==> src/rtl/core_pkg.sv <==
// Shared core types: ROB completion bundle and its widths.
// Imported by the writeback arbiter and its holding slots.
package core_pkg;

  localparam int XLEN      = 32;
  localparam int ROB_IDX_W = 6;

  typedef struct packed {
    logic [ROB_IDX_W-1:0] rob_idx;
    logic [XLEN-1:0]      result;
    logic                 exc;
  } rob_wb_t;

endpackage

==> src/rtl/rob_writeback_arbiter_slot.sv <==
// One-entry holding register for a single FU result.
// Flush wins over load; load wins over drain (drain+refill).
module rob_wb_slot
  import core_pkg::*;
(
  input  logic    clk,
  input  logic    rst,
  input  logic    load_i,
  input  logic    drain_i,
  input  logic    flush_i,
  input  rob_wb_t d_i,
  output logic    valid_o,
  output rob_wb_t q_o
);

  logic    valid_q, valid_d;
  rob_wb_t data_q, data_d;

  // Next-state for the occupancy flag and payload.
  always_comb begin
    valid_d = valid_q;
    data_d  = data_q;
    if (flush_i) begin
      valid_d = 1'b0;
    end else if (load_i) begin
      valid_d = 1'b1;
      data_d  = d_i;
    end else if (drain_i) begin
      valid_d = 1'b0;
    end
  end

  // Slot state register, cleared asynchronously.
  always_ff @(posedge clk or negedge rst) begin
    if (!rst) begin
      valid_q <= 1'b0;
      data_q  <= '0;
    end else begin
      valid_q <= valid_d;
      data_q  <= data_d;
    end
  end

  assign valid_o = valid_q;
  assign q_o     = data_q;

endmodule

==> src/rtl/rob_writeback_arbiter.sv <==
// Round-robin share of NUM_WB ROB completion ports among NUM_FU slots.
// Optional stall counter enabled by defining ROB_WB_PERF_EN.
module rob_writeback_arbiter
  import core_pkg::*;
#(
  parameter int NUM_FU = 4,
  parameter int NUM_WB = 3
) (
  input  logic                   clk,
  input  logic                   rst,
  input  logic [NUM_FU-1:0]      fu_valid_i,
  output logic [NUM_FU-1:0]      fu_ready_o,
  input  rob_wb_t [NUM_FU-1:0]   fu_wb_i,
  output logic [NUM_WB-1:0]      wb_valid_o,
  input  logic [NUM_WB-1:0]      wb_ready_i,
  output rob_wb_t [NUM_WB-1:0]   wb_o,
  input  logic                   flush_i
`ifdef ROB_WB_PERF_EN
  ,
  output logic [31:0]            stall_cnt_o
`endif
);

  localparam int PW = $clog2(NUM_FU);

  logic [PW-1:0]         rr_q, rr_d;
  logic [NUM_FU-1:0]     slot_v;
  logic [NUM_FU-1:0]     drain;
  logic [NUM_FU-1:0]     load;
  rob_wb_t [NUM_FU-1:0]  slot_q;

  for (genvar g = 0; g < NUM_FU; g++) begin : g_slot
    rob_wb_slot u_slot (
      .clk     (clk),
      .rst     (rst),
      .load_i  (load[g]),
      .drain_i (drain[g]),
      .flush_i (flush_i),
      .d_i     (fu_wb_i[g]),
      .valid_o (slot_v[g]),
      .q_o     (slot_q[g])
    );
  end

  logic [PW:0]   sum;
  logic [PW-1:0] sidx;
  int unsigned   cnt;

  // Scan from rr_q; j-th valid slot goes to port j.
  always_comb begin
    wb_valid_o = '0;
    wb_o       = '0;
    drain      = '0;
    rr_d       = rr_q;
    sum        = '0;
    sidx       = '0;
    cnt        = 0;
    for (int o = 0; o < NUM_FU; o++) begin
      sum = {1'b0, rr_q} + (PW+1)'(o);
      if (sum >= (PW+1)'(NUM_FU)) begin
        sum = sum - (PW+1)'(NUM_FU);
      end
      sidx = sum[PW-1:0];
      if (slot_v[sidx] && cnt < NUM_WB) begin
        wb_valid_o[cnt] = 1'b1;
        wb_o[cnt]       = slot_q[sidx];
        if (wb_ready_i[cnt]) begin
          drain[sidx] = 1'b1;
          rr_d = (sidx == PW'(NUM_FU-1)) ?
                 '0 : sidx + 1'b1;
        end
        cnt = cnt + 1;
      end
    end
    if (flush_i) begin
      wb_valid_o = '0;
      drain      = '0;
      rr_d       = '0;
    end
  end

  assign fu_ready_o = {NUM_FU{rst & ~flush_i}}
                    & (~slot_v | drain);
  assign load       = fu_valid_i & fu_ready_o;

  // Round-robin pointer register.
  always_ff @(posedge clk or negedge rst) begin
    if (!rst) begin
      rr_q <= '0;
    end else begin
      rr_q <= rr_d;
    end
  end

`ifdef ROB_WB_PERF_EN
  logic [31:0] stall_q, stall_d;
  logic        stall;

  assign stall = (|(slot_v & ~drain)) & ~flush_i;

  // Saturating count of cycles with a held, undrained result.
  always_comb begin
    stall_d = stall_q;
    if (stall && stall_q != 32'hFFFF_FFFF) begin
      stall_d = stall_q + 32'd1;
    end
  end

  // Stall counter register; flush does not clear it.
  always_ff @(posedge clk or negedge rst) begin
    if (!rst) begin
      stall_q <= '0;
    end else begin
      stall_q <= stall_d;
    end
  end

  assign stall_cnt_o = stall_q;
`endif

endmodule

==> config.mk <==
export PLATFORM = sky130hd
export DESIGN_NAME = rob_writeback_arbiter
export DESIGN_NICKNAME = d
export VERILOG_FILES = /design/src/rtl/core_pkg.sv /design/src/rtl/rob_writeback_arbiter_slot.sv /design/src/rtl/rob_writeback_arbiter.sv
export SDC_FILE = /design/constraint.sdc
export NUM_CORES = 1
export LEC_CHECK = 0
export CAP_MARGIN = 5
export CORE_MARGIN = 2
export CORE_UTILIZATION = 45
export CTS_CLUSTER_DIAMETER = 30
export DETAILED_ROUTE_END_ITERATION = 10
export GPL_ROUTABILITY_DRIVEN = 0
export GPL_TIMING_DRIVEN = 0
export PLACE_DENSITY_LB_ADDON = 0.15
export SLEW_MARGIN = 20
export SYNTH_ARGS = -nofsm -noshare
export SYNTH_HDL_FRONTEND = slang
export SYNTH_SLANG_ARGS = --single-unit
export TNS_END_PERCENT = 10
==> constraint.sdc <==
create_clock -name clk -period 7.6 [get_ports clk]
set_input_delay 1.52 -clock clk [delete_from_list [all_inputs] [get_ports clk]]
set_output_delay 1.52 -clock clk [all_outputs]
set_load 0.01 [all_outputs]
==> impl_metrics.prom <==
# TYPE chip_impl_metric gauge
chip_impl_metric{name="cts_sinks",unit=""} 162
chip_impl_metric{name="number_of_buffers_added_by_the_clock_tree_synthesis_step",unit=""} 17
chip_impl_metric{name="grt_overflow",unit=""} 0
chip_impl_metric{name="wirelength",unit="um"} 50280
chip_impl_metric{name="placed_cells",unit=""} 1862
chip_impl_metric{name="die-width",unit="um"} 172.7
chip_impl_metric{name="cp_data_required_time",unit="ps"} 6080
chip_impl_metric{name="worst-slew-pin-transition",unit="ps"} 1070
chip_impl_metric{name="multi_input_comb_area",unit="um^2"} 8164
chip_impl_info{name="setup_crit_end_kind",value="output port"} 1
chip_impl_metric{name="final.fill_count",unit=""} 2367
chip_impl_metric{name="core_region_area",unit="um^2"} 27930
chip_impl_info{name="run_status",value="finished, final reports clean"} 1
chip_impl_metric{name="placement.io_buffers",unit=""} 288
chip_impl_metric{name="area.growth.synth_to_final",unit="%"} 31.72
chip_impl_metric{name="pin_count_of_the_biggest_net_entering_global_routing",unit=""} 68
chip_impl_metric{name="drt.antenna.violating_nets",unit=""} 0
chip_impl_metric{name="drt-pass1-iter-count",unit=""} 8
chip_impl_metric{name="fp.dieArea",unit="um^2"} 29830
chip_impl_metric{name="cap_violations",unit=""} 0
chip_impl_metric{name="clk_transition_reported_paths",unit="ps"} 80
chip_impl_metric{name="post_cts.repair.setup_buffers",unit=""} 0
chip_impl_metric{name="synth_async_sr_flop_share",unit="%"} 100.0
chip_impl_metric{name="synth-seq-cells",unit=""} 162
chip_impl_metric{name="drt_first_iter_violations",unit=""} 1370
chip_impl_info{name="ys.flop_type",value="sky130_fd_sc_hd__dfrtp_1"} 1
chip_impl_metric{name="post_route_cells_drive_above_1_share",unit="%"} 22.26
chip_impl_metric{name="clkLatencyLatePin",unit="ps"} 450
chip_impl_metric{name="detailed_placement_hpwl",unit="um"} 36570
chip_impl_metric{name="floorplan.rows",unit=""} 61
chip_impl_info{name="cp_common_cell",value="sky130_fd_sc_hd__buf_2"} 1
chip_impl_metric{name="floorplan.initialDensity",unit="%"} 45.85
chip_impl_metric{name="num_vias",unit=""} 12350
chip_impl_metric{name="max_slew_margin",unit="%"} 28.69
chip_impl_metric{name="powerDensity",unit="nW/um^2"} 413.4
chip_impl_metric{name="total_leakage_power",unit="nW"} 6.195
chip_impl_metric{name="cts_resized",unit=""} 12
chip_impl_metric{name="htree_depth",unit=""} 4
chip_impl_metric{name="timing.final.setup_violations",unit=""} 0
chip_impl_metric{name="stdcell_count",unit=""} 1892
chip_impl_metric{name="stdcell_area",unit="um^2"} 16870
chip_impl_metric{name="synth.avg_cell_area",unit="um^2"} 10.73
chip_impl_metric{name="synth_sequential_area_ratio",unit="%"} 31.65
chip_impl_info{name="crit_path_cell_trace",value="buf_2, clkbuf_4, buf_8, inv_1, ha_1, mux4_2, buf_2, inv_1, fa_1, clkbuf_1, o211ai_1, a21oi_4, clkbuf_4, buf_2, nand2_1, o21ai_0, clkdlybuf4s50_1"} 1
chip_impl_info{name="unrepaired_setup_endpoints_after_global_routing",value="no"} 1
chip_impl_info{name="hp-class",value="reg2reg"} 1
chip_impl_info{name="clk_root_buffer_cell",value="sky130_fd_sc_hd__clkbuf_16"} 1
chip_impl_metric{name="n_antenna_cell",unit=""} 0
chip_impl_metric{name="initial_antenna_violation_count",unit=""} 0
chip_impl_metric{name="critical_path_buf_inv_count",unit=""} 10
chip_impl_metric{name="report.final.slew_viol_count",unit=""} 0
chip_impl_metric{name="crit_path_max_incr_delay",unit="ps"} 640
chip_impl_info{name="worst_path_dominant_cell_family",value="buffers and inverters"} 1
chip_impl_metric{name="remaining_drc_errors",unit=""} 0
chip_impl_info{name="tritoncts",value="built"} 1
chip_impl_metric{name="max_clock_freq",unit="GHz"} 0.1354
chip_impl_metric{name="synthDistinctLibCells",unit=""} 44
chip_impl_metric{name="setup_total_negative_slack",unit="ps"} 0
chip_impl_metric{name="synth.cell_area",unit="um^2"} 12810
chip_impl_metric{name="max-vdd-ir-drop",unit="mV"} 0.2406
chip_impl_info{name="most_frequent_cells_in_the_layout",value="sky130_fd_sc_hd__clkdlybuf4s50_1 (287), sky130_fd_sc_hd__nand2_1 (188), sky130_fd_sc_hd__dfrtp_1 (162)"} 1
chip_impl_metric{name="netlist_instances",unit=""} 1194
chip_impl_metric{name="synthesis.yosys.warnings",unit=""} 0
chip_impl_metric{name="floorplan.io_pins",unit=""} 290
chip_impl_metric{name="cts_hold_buf",unit=""} 0
chip_impl_info{name="critical-path-slowest-cell",value="sky130_fd_sc_hd__clkdlybuf4s50_1"} 1
chip_impl_metric{name="via_per_inst",unit=""} 6.529
chip_impl_info{name="layout.cells.most_common",value="sky130_fd_sc_hd__clkdlybuf4s50_1"} 1
chip_impl_metric{name="grt.total_usage",unit="%"} 33.71
chip_impl_metric{name="cts_buffer_depth",unit=""} 2
chip_impl_metric{name="grt_pass1_wl",unit="um"} 76440
chip_impl_metric{name="crit_arrival",unit="ps"} 5870
chip_impl_metric{name="synth_edf_count",unit=""} 0
chip_impl_metric{name="die_height",unit="um"} 172.7
chip_impl_info{name="timing.setup.critical_path_class",value="reg2out"} 1
chip_impl_metric{name="design.final.nets",unit=""} 1679
chip_impl_metric{name="average_routed_wire_per_standard_cell",unit="um"} 26.57
chip_impl_info{name="start_kind",value="register"} 1
chip_impl_metric{name="design_power_total",unit="mW"} 6.974
chip_impl_metric{name="seqCellArea",unit="um^2"} 4054
chip_impl_metric{name="hold_viol_final",unit=""} 0
chip_impl_metric{name="mappedNetlistNets",unit=""} 1372
chip_impl_metric{name="timing.critical_path.fanout_max",unit=""} 19
chip_impl_metric{name="finalCritPeriodShare",unit="%"} 97.21
chip_impl_metric{name="clock_skew",unit="ps"} 8.265
chip_impl_metric{name="placed_area",unit="um^2"} 16220
chip_impl_metric{name="finalCriticalPeriod",unit="ps"} 7388
chip_impl_metric{name="first_global_vias",unit=""} 12650
## power breakdown
part / switching, mW / total [mW] / internal (mW)
Combinational: 2.46 / 4.65 / 2.19
Clock: 0.435 / 0.941 / 0.507
Sequential: 0.283 / 1.38 / 1.10
Total: 3.17 / 6.97 / 3.80
## cells by family (layout without fill, tap and decap cells)
kind of cell	Yosys count	count (layout)	synth area share [%]
compound gates	298	298	14.55
fa+ha+maj	12	12	1.231
buf+inv	130	450	4.757
flops	162	162	31.65
mux	335	335	39.81
simple gates	257	257	8.010
## state kept, by name, indices dropped and copies added, names as in the netlist
register and flops:
g_slot.u_slot.q_o 156, g_slot.u_slot.valid_o 4, rr_q 2
## cell usage after synthesis, drive strengths merged (12+ instances only)
cell / n / area share (%)
mux4: 122 / 21
inv: 18 / 0.53
nor2: 42 / 1.2
clkbuf: 73 / 2.1
nand2: 188 / 5.5
mux2: 169 / 15
buf: 39 / 2.1
dfrtp: 162 / 32
a22oi: 62 / 3.6
a21o: 14 / 0.82
o21ai: 139 / 5.4
mux2i: 44 / 3.4
a21oi: 34 / 1.3
a211oi: 12 / 0.70
## metrics by stage
stage	worst slack, ps	hold WS, ps	utilization (%)
global route	15.33	565.0	60.40
global placement	-2891	509.0	57.87
detailed placement	-1059	520.1	58.08
finish	212.2	542.0	60.40
CTS	44.06	536.9	60.31
floorplan	1544	487.4	-
## cell type report
type | instances | share of cell area, %
well taps | 378 | 2.803
inverters | 18 | 0.4005
multi-input cells | 902 | 48.39
plain buffers | 110 | 3.345
repair buffers | 290 | 17.44
clock buffers | 19 | 2.625
clock inverters | 13 | 0.9641
flip-flops and latches | 162 | 24.03
## routing by layer
| layer | track usage (%) | vias to the layer above | part of all wire (%) |
|---|---|---|---|
| li1 | - | 5141 | - |
| met5 | 0 | - | 0 |
| met1 | 42.65 | 6045 | 37 |
| met3 | 9.982 | 170 | 12 |
| met2 | 53.23 | 996 | 46 |
| met4 | 16.14 | 0 | 4.8 |
## worst register-to-register path, stage by stage, from the launching register on
cell and delay (ps):
sky130_fd_sc_hd__dfrtp_1 460, sky130_fd_sc_hd__buf_2 300, sky130_fd_sc_hd__clkbuf_4 320, sky130_fd_sc_hd__buf_8 280
sky130_fd_sc_hd__inv_1 190, sky130_fd_sc_hd__ha_1 400, sky130_fd_sc_hd__mux4_2 260, sky130_fd_sc_hd__buf_2 240
sky130_fd_sc_hd__inv_1 140, sky130_fd_sc_hd__fa_1 530, sky130_fd_sc_hd__clkbuf_1 280, sky130_fd_sc_hd__inv_1 120
sky130_fd_sc_hd__nor2_1 150, sky130_fd_sc_hd__o221ai_2 250, sky130_fd_sc_hd__o311ai_2 390, sky130_fd_sc_hd__and3_1 390
sky130_fd_sc_hd__buf_6 270, sky130_fd_sc_hd__buf_8 210, sky130_fd_sc_hd__mux2_1 350
## path summary, 6_finish.rpt
check	start	to	slack, ps	cells past startpoint
min in group asynchronous	rst	rr_q[0]$_DFFE_PN0P_	970	1
max reg2reg	rr_q[0]$_DFFE_PN0P_	g_slot[2].u_slot.q_o[38]$_DFFE_PN0P_	1950	18
min reg2reg	g_slot[0].u_slot.q_o[21]$_DFFE_PN0P_	g_slot[0].u_slot.q_o[21]$_DFFE_PN0P_	540	1
max	rr_q[0]$_DFFE_PN0P_	wb_o[92]	210	17
max in group asynchronous	rst	g_slot[3].u_slot.q_o[20]$_DFFE_PN0P_	5650	3
min	g_slot[0].u_slot.q_o[21]$_DFFE_PN0P_	g_slot[0].u_slot.q_o[21]$_DFFE_PN0P_	540	1
Power figures use the tool's default switching activity.
